$ cat config.mk
export PLATFORM = sky130hd
export DESIGN_NAME = alu_seq_flat
export DESIGN_NICKNAME = d
export VERILOG_FILES = /design/src/rtl/alu_seq_if.sv /design/src/rtl/alu_seq.sv /design/src/flat_wrapper.sv
export SDC_FILE = /design/constraint.sdc
export NUM_CORES = 1
export LEC_CHECK = 0
export CAP_MARGIN = 10
export CORE_ASPECT_RATIO = 1.1
export CORE_MARGIN = 2
export CORE_UTILIZATION = 50
export DETAILED_ROUTE_END_ITERATION = 6
export DONT_BUFFER_PORTS = 1
export GPL_ROUTABILITY_DRIVEN = 0
export PLACE_DENSITY = 0.71
export RECOVER_POWER = 100
export SKIP_LAST_GASP = 1
export SLEW_MARGIN = 25
export SYNTH_ARGS = -nofsm -noshare
export SYNTH_HDL_FRONTEND = slang
export SYNTH_SLANG_ARGS = --single-unit
$ cat constraint.sdc
create_clock -name clk -period 7.7 [get_ports clk]
set_input_delay 1.54 -clock clk [delete_from_list [all_inputs] [get_ports clk]]
set_output_delay 1.54 -clock clk [all_outputs]
set_load 0.01 [all_outputs]
$ cat src/rtl/alu_seq_if.sv
// ALU request/response channel bundle: operand request (valid/ready) and
// result response (valid/ready). master = requester, slave = ALU responder.
interface alu_seq_if #(
    parameter int WIDTH = 8
) ();
    logic             req_valid;
    logic             req_ready;
    logic [WIDTH-1:0] A;
    logic [WIDTH-1:0] B;
    logic [3:0]       ALU_Sel;
    logic             rsp_valid;
    logic             rsp_ready;
    logic [WIDTH-1:0] ALU_Out;
    logic             CarryOut;

    modport master (
        output req_valid, A, B, ALU_Sel, rsp_ready,
        input  req_ready, rsp_valid, ALU_Out, CarryOut
    );

    modport slave (
        input  req_valid, A, B, ALU_Sel, rsp_ready,
        output req_ready, rsp_valid, ALU_Out, CarryOut
    );
endinterface

$ cat src/rtl/alu_seq.sv
// Sequential handshaked ALU responder; MUL (shift-add) and DIV (restoring)
// iterate WIDTH cycles, all other ops answer one cycle after acceptance.
// Ports: clk, rst (sync, active-high), bus (alu_seq_if.slave: req_valid,
//   req_ready, A, B, ALU_Sel, rsp_valid, rsp_ready, ALU_Out, CarryOut).
// Option: define ALU_SEQ_FAST_MUL_EN for a combinational single-cycle MUL.
module alu_seq #(
    parameter int WIDTH = 8
) (
    input  logic       clk,
    input  logic       rst,
    alu_seq_if.slave   bus
);
    typedef enum logic [1:0] {IDLE = 2'd0, ITER = 2'd1, RESP = 2'd2} state_e;

    localparam int            CW   = $clog2(WIDTH + 1);
    localparam logic [CW-1:0] LAST = CW'(WIDTH - 1);

    state_e             state_q, state_d;
    logic [WIDTH-1:0]   out_q, out_d;
    logic               cy_q, cy_d;
    logic [2*WIDTH-1:0] acc_q, acc_d;
    logic [2*WIDTH-1:0] mcd_q, mcd_d;
    // MUL: multiplier shifted right; DIV: dividend shifting into quotient
    logic [WIDTH-1:0]   mpl_q, mpl_d;
    logic [WIDTH-1:0]   rem_q, rem_d;
    logic [WIDTH-1:0]   dvs_q, dvs_d;
    logic               div_q, div_d;
    logic [CW-1:0]      cnt_q, cnt_d;

    logic [WIDTH:0]     sum, dif;
    logic [WIDTH-1:0]   sc_out;
    logic               sc_cy;
    logic               iter_op;

    assign sum = {1'b0, bus.A} + {1'b0, bus.B};
    assign dif = {1'b0, bus.A} - {1'b0, bus.B};

`ifdef ALU_SEQ_FAST_MUL_EN
    logic [2*WIDTH-1:0] prod;
    assign prod    = {{WIDTH{1'b0}}, bus.A} * {{WIDTH{1'b0}}, bus.B};
    assign iter_op = (bus.ALU_Sel == 4'd3) && (bus.B != '0);
`else
    assign iter_op = (bus.ALU_Sel == 4'd2) ||
                     ((bus.ALU_Sel == 4'd3) && (bus.B != '0));
`endif

    // Single-cycle result, computed from the request as it is accepted
    always_comb begin
        sc_out = '0;
        sc_cy  = 1'b0;
        unique case (bus.ALU_Sel)
            4'd0: {sc_cy, sc_out} = sum;
            4'd1: {sc_cy, sc_out} = dif;
`ifdef ALU_SEQ_FAST_MUL_EN
            4'd2: begin
                sc_out = prod[WIDTH-1:0];
                sc_cy  = |prod[2*WIDTH-1:WIDTH];
            end
`else
            4'd2: sc_out = '0;
`endif
            // reached only for B==0; nonzero divisors iterate
            4'd3: begin
                sc_out = '1;
                sc_cy  = 1'b1;
            end
            4'd4:  {sc_cy, sc_out} = {bus.A, 1'b0};
            4'd5:  {sc_out, sc_cy} = {1'b0, bus.A};
            4'd6:  sc_out = {bus.A[WIDTH-2:0], bus.A[WIDTH-1]};
            4'd7:  sc_out = {bus.A[0], bus.A[WIDTH-1:1]};
            4'd8:  sc_out = bus.A & bus.B;
            4'd9:  sc_out = bus.A | bus.B;
            4'd10: sc_out = bus.A ^ bus.B;
            4'd11: sc_out = ~(bus.A | bus.B);
            4'd12: sc_out = ~(bus.A & bus.B);
            4'd13: sc_out = ~(bus.A ^ bus.B);
            4'd14: sc_out = {{(WIDTH-1){1'b0}}, bus.A > bus.B};
            4'd15: sc_out = {{(WIDTH-1){1'b0}}, bus.A == bus.B};
        endcase
    end

    // One iteration step of either algorithm
    logic [2*WIDTH-1:0] acc_n;
    logic [WIDTH:0]     trial;
    logic               ge;
    logic [WIDTH-1:0]   rem_n, quo_n;

    assign acc_n = mpl_q[0] ? acc_q + mcd_q : acc_q;
    // trial subtract: bit WIDTH set means partial remainder < divisor
    assign trial = {rem_q, mpl_q[WIDTH-1]} - {1'b0, dvs_q};
    assign ge    = ~trial[WIDTH];
    assign rem_n = ge ? trial[WIDTH-1:0]
                      : {rem_q[WIDTH-2:0], mpl_q[WIDTH-1]};
    assign quo_n = {mpl_q[WIDTH-2:0], ge};

    always_comb begin
        state_d = state_q;
        out_d   = out_q;
        cy_d    = cy_q;
        acc_d   = acc_q;
        mcd_d   = mcd_q;
        mpl_d   = mpl_q;
        rem_d   = rem_q;
        dvs_d   = dvs_q;
        div_d   = div_q;
        cnt_d   = cnt_q;
        unique case (state_q)
            IDLE: begin
                if (bus.req_valid) begin
                    if (iter_op) begin
                        state_d = ITER;
                        div_d   = (bus.ALU_Sel == 4'd3);
                        cnt_d   = '0;
                        acc_d   = '0;
                        mcd_d   = {{WIDTH{1'b0}}, bus.A};
                        mpl_d   = (bus.ALU_Sel == 4'd3) ? bus.A : bus.B;
                        rem_d   = '0;
                        dvs_d   = bus.B;
                    end else begin
                        state_d = RESP;
                        out_d   = sc_out;
                        cy_d    = sc_cy;
                    end
                end
            end
            ITER: begin
                cnt_d = cnt_q + CW'(1);
                if (div_q) begin
                    rem_d = rem_n;
                    mpl_d = quo_n;
                end else begin
                    acc_d = acc_n;
                    mcd_d = mcd_q << 1;
                    mpl_d = mpl_q >> 1;
                end
                if (cnt_q == LAST) begin
                    state_d = RESP;
                    out_d   = div_q ? quo_n : acc_n[WIDTH-1:0];
                    cy_d    = div_q ? 1'b0 : |acc_n[2*WIDTH-1:WIDTH];
                end
            end
            RESP: begin
                if (bus.rsp_ready) state_d = IDLE;
            end
            default: state_d = IDLE;
        endcase
    end

    always_ff @(posedge clk) begin
        if (rst) begin
            state_q <= IDLE;
            out_q   <= '0;
            cy_q    <= 1'b0;
            acc_q   <= '0;
            mcd_q   <= '0;
            mpl_q   <= '0;
            rem_q   <= '0;
            dvs_q   <= '0;
            div_q   <= 1'b0;
            cnt_q   <= '0;
        end else begin
            state_q <= state_d;
            out_q   <= out_d;
            cy_q    <= cy_d;
            acc_q   <= acc_d;
            mcd_q   <= mcd_d;
            mpl_q   <= mpl_d;
            rem_q   <= rem_d;
            dvs_q   <= dvs_d;
            div_q   <= div_d;
            cnt_q   <= cnt_d;
        end
    end

    assign bus.req_ready = (state_q == IDLE);
    assign bus.rsp_valid = (state_q == RESP);
    assign bus.ALU_Out   = out_q;
    assign bus.CarryOut  = cy_q;
endmodule
$ cat src/flat_wrapper.sv
// flat-port wrapper written by rule: the top's interface ports become plain ports
module alu_seq_flat 
#(
    parameter int WIDTH = 8
)
  (clk, rst, bus_req_valid, bus_A, bus_B, bus_ALU_Sel, bus_rsp_ready, bus_req_ready, bus_rsp_valid, bus_ALU_Out, bus_CarryOut);
  alu_seq_if #(.WIDTH(WIDTH)) bus_i ();
  input  logic clk;
  input  logic rst;
  input wire logic [$bits(bus_i.req_valid)-1:0] bus_req_valid;
  input wire logic [$bits(bus_i.A)-1:0] bus_A;
  input wire logic [$bits(bus_i.B)-1:0] bus_B;
  input wire logic [$bits(bus_i.ALU_Sel)-1:0] bus_ALU_Sel;
  input wire logic [$bits(bus_i.rsp_ready)-1:0] bus_rsp_ready;
  output wire logic [$bits(bus_i.req_ready)-1:0] bus_req_ready;
  output wire logic [$bits(bus_i.rsp_valid)-1:0] bus_rsp_valid;
  output wire logic [$bits(bus_i.ALU_Out)-1:0] bus_ALU_Out;
  output wire logic [$bits(bus_i.CarryOut)-1:0] bus_CarryOut;
  assign bus_i.req_valid = bus_req_valid;
  assign bus_i.A = bus_A;
  assign bus_i.B = bus_B;
  assign bus_i.ALU_Sel = bus_ALU_Sel;
  assign bus_i.rsp_ready = bus_rsp_ready;
  assign bus_req_ready = bus_i.req_ready;
  assign bus_rsp_valid = bus_i.rsp_valid;
  assign bus_ALU_Out = bus_i.ALU_Out;
  assign bus_CarryOut = bus_i.CarryOut;
  alu_seq #(.WIDTH(WIDTH)) u_core (.clk(clk), .rst(rst), .bus(bus_i));
endmodule
---- Yosys cells after proc, flatten, opt, wreduce, memory -nomap -nowiden ----
Index checks and enable logic that the tools add are counted.
operators by class
  $lt $le $gt $ge ......................... 1
  equality and inequality tests ........... 26
  reduce and logical (&&, ||, !) cells .... 13
  $add $sub $neg .......................... 5
  bitwise logic cells ..................... 7
  mux-type cells .......................... 39
operators with widths
  kind                                                                    number
  8-bit case mux with 16 select lines                                     1
  16-bit two-way mux                                                      7
  8-bit two-way mux                                                       12
  16-bit case mux with 2 select lines                                     2
  8-bit case mux with 2 select lines                                      3
  4-bit equality test (second input constant)                             8
  8-bit inverter                                                          3
  4-bit by 3-bit equality test with 1-bit output (second input constant)  5
  16-bit adder                                                            1
  4-bit AND reduction                                                     3
  8-bit by 8-bit adder with 9-bit output                                  1
  3-bit AND reduction                                                     3
  8-bit by 8-bit subtractor with 9-bit output                             1
  9-bit by 8-bit subtractor with 9-bit output                             1
  8-bit bitwise AND                                                       1
  4-bit by 2-bit equality test with 1-bit output (second input constant)  2
  8-bit equality test                                                     1
  8-bit > comparator                                                      1
  2-bit two-way mux                                                       4
  4-bit two-way mux                                                       2
  2-bit inequality test (second input constant)                           4
  8-bit bitwise OR                                                        1
  4-bit case mux with 2 select lines                                      1
  8-bit nonzero test                                                      1
  other kinds (17)                                                        22
storage, ports and cells
  input port bits ......................... 24
  word-level logic and storage cells ...... 101
  register bits after elaboration ......... 72
  output and inout bits ................... 11

---- Longest topological paths before layout ----
Gate-level depths: netlist of run 1.
  depth in word-level cells ............... 6
  mapped depth ............................ 12
  gate-level depth less buffers ........... 12

---- Least setup slack after synthesis of run 1 ----
Ideal clock, no wire load.
  path type ............................... input to register
  start point ............................. input bus_B[2]
  end point ............................... register u_core.out_q[0], in the netlist u_core.bus.ALU_Out[0]
  arrival time ............................ 3610 ps
  required time ........................... 7609 ps
  cell stages on the path ................. 10
  path buffers ............................ 1
  library setup time ...................... 91 ps
  slack ................................... 3999 ps
  cells stage by stage .................... inv_1 -> ha_1 -> clkbuf_1 -> or4_1 -> nor3_1 -> a211oi_1 -> a21oi_1 -> a31oi_1 -> o311a_1 -> a311oi_1
between the ends
  cells in the longest elaborated chain, start to end .. 5
ends and longest elaborated chain
  what                                                                       line                           RTL
  start: declaration                                                         flat_wrapper.sv:12             input wire logic [$bits(bus_i.B)-1:0] bus_B;
  8-bit > comparator, or another cell as far along                           alu_seq.sv:77                  4'd14: sc_out = {{(WIDTH-1){1'b0}}, bus.A > bus.B};
  8-bit case mux with 16 select lines or 1-bit logical AND (tied branches)   alu_seq.sv:51, alu_seq.sv:44
  8-bit two-way mux or 1-bit logical OR (tied branches)                      alu_seq.sv:110, alu_seq.sv:43
  8-bit two-way mux or 2-bit inequality test (tied branches)                 -
  8-bit case mux with 2 select lines or 4-bit AND reduction (tied branches)  -
  end signal: assignment                                                     alu_seq.sv:163                 out_q <= out_d;
  end: declaration                                                           alu_seq.sv:19                  logic [WIDTH-1:0] out_q, out_d;
Several ways; a longest one is shown, not always the timed one. The select of a mux whose other input is x is not followed.
A chain may end at the register's enable or synchronous reset.

---- Worst setup path after layout of run 1 ----
  start point ............................. input bus_ALU_Sel[2]
  end point ............................... register u_core.acc_q[1]
between the ends
  cells in the longest elaborated chain, start to end .. 5
ends and longest elaborated chain
  what                                                                 line                RTL
  start: declaration                                                   flat_wrapper.sv:13  input wire logic [$bits(bus_i.ALU_Sel)-1:0] bus_ALU_Sel;
  4-bit by 2-bit equality test with 1-bit output                       alu_seq.sv:44       ((bus.ALU_Sel == 4'd3) && (bus.B != '0));
  1-bit logical AND                                                    alu_seq.sv:44
  1-bit logical OR *                                                   alu_seq.sv:43       assign iter_op = (bus.ALU_Sel == 4'd2) ||
  2-bit by 1-bit inequality test with 1-bit output (no source line) *  -
  4-bit AND reduction (no source line) *                               -
  end signal: assignment                                               alu_seq.sv:154      acc_q <= '0;
  end signal: assignment                                               alu_seq.sv:165      acc_q <= acc_d;
  end: declaration                                                     alu_seq.sv:21       logic [2*WIDTH-1:0] acc_q, acc_d;
Mark *: on every way between the ends. The rest lies on a longest branch, timed or not.

==> results of run 1 <==
tightest hold or removal path: cells and delay by family (launching register included):
kind	cells	cell delay (ns)
AND/OR/NAND/NOR	1	0.05
flip-flops	1	0.30
AO/OA/AOI/OAI	1	0.05
per-stage QoR:
step                hold slack (ns)  power, mW  utilization [%]  cell area, sq um
floorplan                     0.436      0.557                -              5940
global placement              0.441      0.583             51.5              5950
detailed placement            0.445      0.587             51.6              5960
CTS                           0.453       1.01             54.2              6260
global route                  0.475       1.05             54.1              6240
finish                        0.451       1.01             54.1              6240
report_power, final:
group	switching (mW)	total [mW]	internal, mW	leakage, nW
Sequential	0.0164	0.400	0.384	0.583
Clock	0.170	0.424	0.253	0.139
Combinational	0.109	0.182	0.0737	1.73
state kept, by name (all words and copies together), names as in the netlist:
register / flops
u_core.rem_q: 8
u_core.cnt_q: 4
u_core.bus.CarryOut: 1
u_core.bus.ALU_Out: 8
u_core.div_q: 1
u_core.acc_q: 16
u_core.state_q: 2
u_core.mcd_q: 16
u_core.dvs_q: 8
u_core.mpl_q: 8
cell usage in the layout, fill, tap and decap left out, types with 4 or more instances in the layout:
cell,count
o21a_1,6
a221oi_1,7
and2_1,7
o22ai_1,6
o21ai_0,38
or3_1,5
a22oi_1,18
xnor2_1,20
nand3_1,11
a311oi_1,16
nand4_1,4
xor2_1,14
fa_1,4
nor3_1,18
nor2_1,98
a211oi_1,17
buf_4,5
dfxtp_1,72
o211ai_1,8
a21o_1,6
nand2b_1,13
a21oi_1,72
nand2_1,88
o31ai_1,6
ha_1,48
inv_1,44
and3_1,4
o221ai_1,5
nor2b_1,9
clkbuf_16,9
a31oi_1,13
mux2i_1,15
o21bai_1,8
layer usage:
layer | GRT usage [%] | wire, um | part of all wire, % | vias up
met1 | 35.4 | 7320 | 42 | 2719
met3 | 5.07 | 1250 | 7.2 | 56
met5 | 0 | 0 | 0 | -
met4 | 12.6 | 769 | 4.4 | 0
met2 | 43.7 | 7980 | 46 | 245
li1 | - | - | - | 2794
synth_stat cells, drive strengths merged (6+ instances only):
library cell and count:
mux2i 15, a22oi 18, a31oi 13, o21bai 8
xnor2 20, nor2b 9, ha 48, inv 44
o211ai 8, dfxtp 72, xor2 14, nand2b 13
nor3 18, nand2 88, a211oi 19, a221oi 7
nand3 12, o22ai 6, o21ai 38, and2 7
o31ai 6, buf 13, o21a 6, a21oi 73
a311oi 16, nor2 98, clkbuf 35, a21o 6
cell type report:
type | count | area [sq um] | share of cell area [%]
Timing Repair Buffer | 5 | 37.5 | 0.602
Inverter | 47 | 176 | 2.83
Tap cell | 150 | 188 | 3.01
Clock inverter | 7 | 78.8 | 1.26
Clock buffer | 9 | 225 | 3.61
Sequential cell | 72 | 1440 | 23.1
Multi-Input combinational cell | 629 | 4090 | 65.6
path summary, 6_finish.rpt:
kind / end / slack (ns)
hold reg to reg: u_core.dvs_q[6] / 0.45
setup reg to reg: u_core.bus.ALU_Out[0] / 4.13
hold / removal: u_core.dvs_q[6] / 0.45
setup / recovery: u_core.acc_q[1] / 2.96
cell families after synthesis:
family / count (synthesis) / share of synthesized area [%]
XOR/XNOR: 34 / 5.02
adder cells (fa/ha/maj): 52 / 11.5
flip-flops: 72 / 24.3
buffers and inverters: 95 / 6.53
multiplexers: 19 / 3.35
AND/OR/NAND/NOR: 271 / 20.7
AO/OA/AOI/OAI: 253 / 28.7
==> impl_metrics.yaml, run 1 <==
critical_path:
  critical-path-max-stage-delay_ns: 0.93
  worst-path-buf-inv: 0
  cpMostUsedCell: "nor2_1"
  end_kind: "register"
  path_cells: "nand2b_1 -> a311oi_1 -> a21oi_1 -> or2_0 -> nor2_1 -> o21ai_0 -> a32oi_1 -> nor2_1"
  worstSetupStartpoint: "bus_ALU_Sel[2]"
  path_max_fanout: 32
  path_delay_family: "simple AND/OR/NAND/NOR gates"
  r2r_cells: 11
  start_kind: "input port"
  worstPathArrival_ns: 4.97
  crit-reg2reg-launch: "u_core.mpl_q[7]"
  slowest_stage: "nor2_1"
  critPathKind: "input port to register"
  cp_num_cells: 8
  cp.required_ns: 7.93
global_routing:
  grt_max_degree: 67
  grt.overflow.total: 0
  grt_pass1_wl_mm: 28.0
  grt_pass1_vias: 5461
  antenna_found_initial: 0
  grt_usage_pct: 27.3
place:
  hpwl_mm: 12.6
  port-buffer-count: 0
  pre_cts_ws_ns: 3.65
  placed_cells: 903
detailed_routing:
  drt-initial-drc-count: 417
  wirelength_mm: 17.3
  postRouteAntennaNets: 0
  via_per_inst: 6.33
  via_count: 5814
  drt_pre_antenna_iters: 7
  wire_per_inst_um: 18.8
  drc: 0
floorplanning:
  coreArea_sq_mm: 0.0115
  dieWidth_um: 108
  die_area_sq_mm: 0.0128
  initial_core_util_pct: 51.4
  rows: 41
  ios: 35
  die_h_um: 118
cts:
  cts_tree: "yes"
  ctsHoldBuffers: 0
  root_buffer: "clkbuf_16"
  cts.sinks: 72
  cts_buffers: 9
  cts_setup_buffers: 0
  htree_levels: 3
  insertion_delay_ns: 0.34
  clk_pin_slew_worst_paths_ns: 0.06
  clk_path_buf_depth: 2
  cts.repair.resized: 0
timing:
  tightest_slew_ns: 1.18
  final-setup-viol-count: 0
  setup_ws_ns: 2.96
  fin_tns_setup_ns: 0
  post-route-min-period_ns: 4.74
  rsz0062_at_grt: "false"
  fmax_mhz: 211
  min_period_over_period_pct: 61.6
  fin_skew_ns: 0.0115
  drv_slew: 0
  relSlewSlack_pct: 20.9
  final_hold_viol_count: 0
logic_synthesis:
  synth_top_area_share_pct: 24.3
  syn_area_sq_mm: 0.00594
  synth_edf_count: 0
  synthArstFlopShare_pct: 0
  ys_types: 68
  yosys.area.top_type: "dfxtp_1"
  synth_area_leaders: "dfxtp_1 (24%), ha_1 (10%), nor2_1 (6.1%)"
  synth_flop_cell: "dfxtp_1"
  yosysSeqAreaShare_pct: 24.3
  syn_area_per_cell_sq_um: 7.46
  synth_cells: 796
  synth.net_count: 872
  ys_ff_latch: 72
  yosysWarnings: 0
min_path:
  min_path_cells: 2
  hold_class: "register to register"
  hp-start: "u_core.dvs_q[6]"
cells_and_area:
  fin_cells: 919
  nFillCells: 1117
  n_antenna_cell: 0
  nNetsFinal: 840
  drive_gt1_share_pct: 4.29
  area_growth_pct: 5.12
job:
  drv_cap: 0
power_and_ir_drop:
  leakagePower_nw: 2.45
  vdd_drop_max_v: 0.0000899
  powerDensity_mw_per_mm2: 161
run_status:
  status: "finished clean"
No activity file was read; power rests on OpenSTA's default activity.
==> inputs of run 2 (changes only) <==
--- a/config.mk
+++ b/config.mk
@@ -5,6 +5,7 @@
 export SDC_FILE = /design/constraint.sdc
 export NUM_CORES = 1
 export LEC_CHECK = 0
+export ABC_AREA = 1
 export CAP_MARGIN = 10
 export CORE_ASPECT_RATIO = 1.1
 export CORE_MARGIN = 2
==> constraint.sdc (replaced) <==
create_clock -name clk -period 4.6 [get_ports clk]
set_input_delay 0.92 -clock clk [delete_from_list [all_inputs] [get_ports clk]]
set_output_delay 0.92 -clock clk [all_outputs]
set_load 0.01 [all_outputs]
==> run 2 against run 1 <==
Cell count up 18%. Routed wire length is 2.2% higher. Design area is 1.7% higher. Sequential cell count unchanged. Core utilization shrank 0.65 points. Critical endpoint is now u_core.acc_q[13]. Count of clock-buffer cells in the layout stayed put. Highest routed layer unchanged. First-iteration DRC count is 17% higher.
==> impl_metrics.yaml, run 2 <==
logic_synthesis:
  synth_edf_count: 0
  syn_area_per_cell_sq_um: 6.38
  yosys.area.top_type: "dfxtp_1"
  synth_cells: 943
  ys_ff_latch: 72
  synth_area_leaders: "dfxtp_1 (24%), nand2_1 (16%), ha_1 (10%)"
  syn_area_sq_mm: 0.00602
  yosysSeqAreaShare_pct: 24.0
  synth_top_area_share_pct: 24.0
  synth_flop_cell: "dfxtp_1"
  synthArstFlopShare_pct: 0
  ys_types: 49
  yosysWarnings: 0
  synthTopCellsByCount: "nand2_1 (256), inv_1 (121), a21oi_1 (89), dfxtp_1 (72), nand3_1 (68)"
  yosysMostFrequentCell: "nand2_1"
  synth.net_count: 1019
cells_and_area:
  area_growth_pct: 5.43
  final_common_cell: "nand2_1"
  nNetsFinal: 1002
  reg.largest.list: "u_core.acc_q (16), u_core.mcd_q (16)"
  final_cell_mix: "nand2_1 (258), inv_1 (122), a21oi_1 (89), dfxtp_1 (72), nand3_1 (68)"
  drive_gt1_share_pct: 5.59
  n_antenna_cell: 0
  nFillCells: 1238
  final_area_sq_mm: 0.00634
timing:
  post-route-min-period_ns: 3.21
  tightest_slew_ns: 1.13
  min_period_over_period_pct: 69.7
  fin_tns_setup_ns: 0
  relSlewSlack_pct: 24.6
  final_hold_viol_count: 0
  drv_slew: 0
  fmax_mhz: 312
  final-setup-viol-count: 0
  fin_skew_ns: 0.0134
  rsz0062_at_grt: "false"
cts:
  htree_levels: 3
  clk_pin_slew_worst_paths_ns: 0.06
  insertion_delay_ns: 0.34
  cts.sinks: 72
  cts_setup_buffers: 0
  ctsHoldBuffers: 0
  cts_tree: "yes"
  cts.repair.resized: 0
  cts_buffers: 9
  clk_path_buf_depth: 2
  root_buffer: "clkbuf_16"
place:
  port-buffer-count: 0
  postPlaceCellArea_sq_mm: 0.00606
  hpwl_mm: 13.4
power_and_ir_drop:
  seqPwrFrac_pct: 39.5
  swShare_pct: 31.0
  powerDensity_mw_per_mm2: 267
  pwr-share-clk_pct: 42.7
  intPower_mw: 1.17
  leakagePower_nw: 2.84
  switching_power_uw: 525
  combPwrFrac_pct: 17.8
  vdd_drop_max_v: 0.000167
min_path:
  hp-start: "u_core.mcd_q[15]"
  hold_class: "register to register"
detailed_routing:
  postRouteAntennaNets: 0
  met2WireLength_mm: 8.56
  wirelength_mm: 17.7
  drc: 0
  top_layer: "met4"
  wire_per_inst_um: 16.3
  via_count: 6170
  m1WireLength_mm: 7.43
  drt_pre_antenna_iters: 5
  drt-initial-drc-count: 489
  via_per_inst: 5.69
  wl_met3_mm: 1.05
floorplanning:
  dieWidth_um: 109
  die_area_sq_mm: 0.0129
  coreArea_sq_mm: 0.0119
  ios: 35
  rows: 42
  initial_core_util_pct: 50.7
  die_h_um: 119
critical_path:
  crit-reg2reg-launch: "u_core.state_q[0]"
  cp.required_ns: 4.82
  worstSetupStartpoint: "bus_B[5]"
  end_kind: "register"
  path_max_fanout: 32
  worstPathArrival_ns: 3.42
  critPathKind: "input port to register"
  start_kind: "input port"
run_status:
  status: "finished clean"
global_routing:
  grt_max_degree: 47
  grt_pass1_vias: 5884
  grt.overflow.total: 0
  grt_pass1_wl_mm: 29.3
  grt_usage_pct: 28.6
  antenna_found_initial: 0
job:
  drv_cap: 0
-- run 2: cell types whose count changed in the layout (fill, tap and decap cells not counted), sizes merged, moves of 18 or more --
cell and change:
nand2 +174, o21ai +26, nand3 +57, nor2 -38, a22oi -18, inv +84
-- run 2: metal layers --
metal / vias to the layer above / global-route usage, %
met1: 2796 / 36.3
li1: 3101 / -
met3: 46 / 4.32
met4: 0 / 11.5
met5: - / 0
met2: 227 / 48.0
-- run 2: final timing paths --
check	to	slack [ns]	cells after the start
hold / removal	u_core.mcd_q[15]	0.48	2
hold reg to reg	u_core.mcd_q[15]	0.48	2
setup / recovery	u_core.acc_q[13]	1.39	10
setup reg to reg	u_core.acc_q[13]	1.61	7
-- run 2: power groups by stage --
stage,clock network [mW],logic (mW),registers [mW]
5_1_grt,0.757,0.337,0.671
6_report,0.723,0.300,0.669
3_3_place_gp,0,0.293,0.683
2_1_floorplan,0,0.242,0.672
3_5_place_dp,0,0.296,0.682
4_1_cts,0.735,0.298,0.668
-- run 2: final cells by class --
class | instances | area (sq um) | area share [%]
clock buffer | 9 | 225 | 3.55
clock inverter | 7 | 77.6 | 1.22
multi-input combinational | 713 | 3920 | 61.7
timing repair buffer | 2 | 11.3 | 0.178
tap | 154 | 193 | 3.04
sequential | 72 | 1440 | 22.7
inverter | 128 | 480 | 7.57
-- run 2: logic make-up after synthesis --
family,Yosys count,share of synthesized area (%)
AND/OR/NAND/NOR,430,31.0
AO/OA/AOI/OAI,216,20.7
buffers and inverters,158,10.8
flip-flops,72,24.0
adder cells (fa/ha/maj),52,11.3
XOR/XNOR,15,2.18
-- run 2: per-stage QoR --
step | total power, mW | std cells | utilization [%] | hold WS [ns] | worst slack (ns)
global placement | 0.976 | 1069 | 51.0 | 0.463 | 1.67
detailed placement | 0.978 | 1069 | 51.0 | 0.465 | 1.58
CTS | 1.70 | 1085 | 53.5 | 0.476 | 1.90
floorplan | 0.914 | 943 | - | 0.452 | 2.08
finish | 1.69 | 1085 | 53.4 | 0.476 | 1.39
global route | 1.76 | 1085 | 53.4 | 0.498 | 1.08
-- run 2: worst max-delay path, stage by stage --
cell      delay [ns]
inv_1           0.08
nand4_1         0.14
nor3_1          0.06
nand2_1         0.05
nand2_1         0.07
a21boi_0        0.17
clkbuf_1        0.66
nand2_1         0.90
nand2_1         0.25
a21oi_1         0.09
==> inputs of run 3 (changes only) <==
==> constraint.sdc (replaced) <==
create_clock -name clk -period 3.25 [get_ports clk]
set_input_delay 0.65 -clock clk [delete_from_list [all_inputs] [get_ports clk]]
set_output_delay 0.65 -clock clk [all_outputs]
set_load 0.01 [all_outputs]
==> run 3 against run 2 <==
The flow now finishes with violations (DRC). Critical path type is now register to register. Critical endpoint is now u_core.rem_q[7]. Combinational power rose by 41%. Clock skew shrank 0.0061 ns. First-iteration DRC count increased by 15%. Highest routed layer unchanged. Non-clock buffer count up 4. Core utilization down 0.20 points. Largest power group is now registers. Sequential share of layout area grew 0.085 points.
==> impl_metrics.yaml, run 3 (synthesis gave the netlist of run 2 again) <==
cts:
  root_buffer: "clkbuf_16"
  cts_setup_buffers: 0
  clk_pin_slew_worst_paths_ns: 0.06
  insertion_delay_ns: 0.34
  cts_tree: "yes"
  htree_levels: 3
  cts_buffers: 9
  clk_path_buf_depth: 2
  cts.repair.resized: 0
  ctsHoldBuffers: 0
  cts.sinks: 72
detailed_routing:
  wire_per_inst_um: 16.3
  drc: 4
  top_layer: "met4"
  via_per_inst: 5.71
  wl_met3_mm: 1.20
  drt_pre_antenna_iters: 7
  postRouteAntennaNets: 0
  via_count: 6215
  met2WireLength_mm: 8.25
  m1WireLength_mm: 7.62
  wirelength_mm: 17.7
  drt-initial-drc-count: 563
floorplanning:
  die_h_um: 119
  rows: 42
  initial_core_util_pct: 50.7
  die_area_sq_mm: 0.0129
  ios: 35
  coreArea_sq_mm: 0.0119
  dieWidth_um: 109
global_routing:
  antenna_found_initial: 0
  grt_pass1_wl_mm: 28.9
  grt_usage_pct: 28.4
  grt_pass1_vias: 5841
  grt.overflow.total: 0
  grt_max_degree: 47
power_and_ir_drop:
  powerDensity_mw_per_mm2: 364
  seqPwrFrac_pct: 40.9
  leakagePower_nw: 2.84
  swShare_pct: 31.1
  pwr-share-clk_pct: 40.7
  vdd_drop_max_v: 0.000256
  intPower_mw: 1.59
  switching_power_uw: 717
  combPwrFrac_pct: 18.4
run_status:
  violations: "DRC"
  status: "finished, violations left"
critical_path:
  end_kind: "register"
  path_delay_family: "simple AND/OR/NAND/NOR gates"
  critical-path-max-stage-delay_ns: 0.47
  cpMostUsedCell: "nand3_1"
  cp.required_ns: 3.48
  worst-path-buf-inv: 1
  critPathKind: "register to register"
  start_kind: "register"
  path_max_fanout: 16
  path_cells: "inv_1 -> ha_1 -> fa_1 -> o211ai_1 -> nand4_2 -> nand3_1 -> nand2_1 -> or2_2 -> nand3_1 -> a21oi_1"
  worstPathArrival_ns: 2.93
  slowest_stage: "fa_1"
job:
  drv_cap: 0
timing:
  rsz0062_at_grt: "false"
  post-route-min-period_ns: 2.70
  tightest_slew_ns: 1.08
  fin_hold_ws_ns: 0.373
  drv_slew: 0
  relSlewSlack_pct: 27.7
  final-setup-viol-count: 0
  min_period_over_period_pct: 83.1
  setup_ws_ns: 0.550
  fin_tns_setup_ns: 0
  fmax_mhz: 370
  final_hold_viol_count: 0
  fin_skew_ns: 0.00736
cells_and_area:
  nNetsFinal: 1006
  fin_util_pct: 53.2
  n_antenna_cell: 0
  fin_cells: 1089
  area_growth_pct: 5.03
  drive_gt1_share_pct: 5.56
  final_cell_mix: "nand2_1 (259), inv_1 (122), a21oi_1 (90), dfxtp_1 (72), nand3_1 (69)"
  multiInputGateArea_sq_mm: 0.00388
  regArea_sq_mm: 0.00144
  final_common_cell: "nand2_1"
  nFillCells: 1280
  reg.largest.list: "u_core.acc_q (16), u_core.mcd_q (16)"
place:
  pre_cts_ws_ns: 0.760
  hpwl_mm: 13.3
  placed_cells: 1073
  port-buffer-count: 0
min_path:
  hold_class: "input port to register"
## run 3: power by group through the flow
stage          Clock (mW)  Sequential, mW  Combinational, mW
2_1_floorplan           0           0.951              0.343
3_3_place_gp            0           0.961              0.419
3_5_place_dp            0           0.961              0.420
4_1_cts             0.948           0.942              0.422
5_1_grt             0.986           0.943              0.470
6_report            0.938           0.942              0.423
## run 3: final cells by class
type / count / area share, %
clock inverters: 6 / 0.713
inverters: 128 / 7.60
repair buffers: 6 / 0.673
multi-input cells: 713 / 61.4
clock buffers: 10 / 3.78
flip-flops and latches: 72 / 22.8
well taps: 154 / 3.05
## run 3: path summary, 6_finish.rpt
| kind | start | endpoint | slack, ns | depth (start not counted) |
|---|---|---|---|---|
| worst max-delay path | u_core.mpl_q[7] | u_core.rem_q[7] | 0.55 | 10 |
| worst min-delay path | rst | u_core.mcd_q[9] | 0.37 | 1 |
| worst max register to register | u_core.mpl_q[7] | u_core.rem_q[7] | 0.55 | 10 |
| worst min register to register | u_core.mcd_q[15] | u_core.mcd_q[15] | 0.47 | 2 |
## run 3: per-stage QoR
stage	cell area, sq um	power (mW)
2_1_floorplan	6020	1.29
3_3_place_gp	6080	1.38
3_5_place_dp	6080	1.38
4_1_cts	6370	2.31
5_1_grt	6320	2.40
6_report	6320	2.30
## run 3: per-layer routing
metal | vias to the layer above | track usage, %
li1 | 3109 | -
met1 | 2802 | 34.9
met2 | 255 | 46.5
met3 | 49 | 6.24
met4 | 0 | 13.5
met5 | - | 0
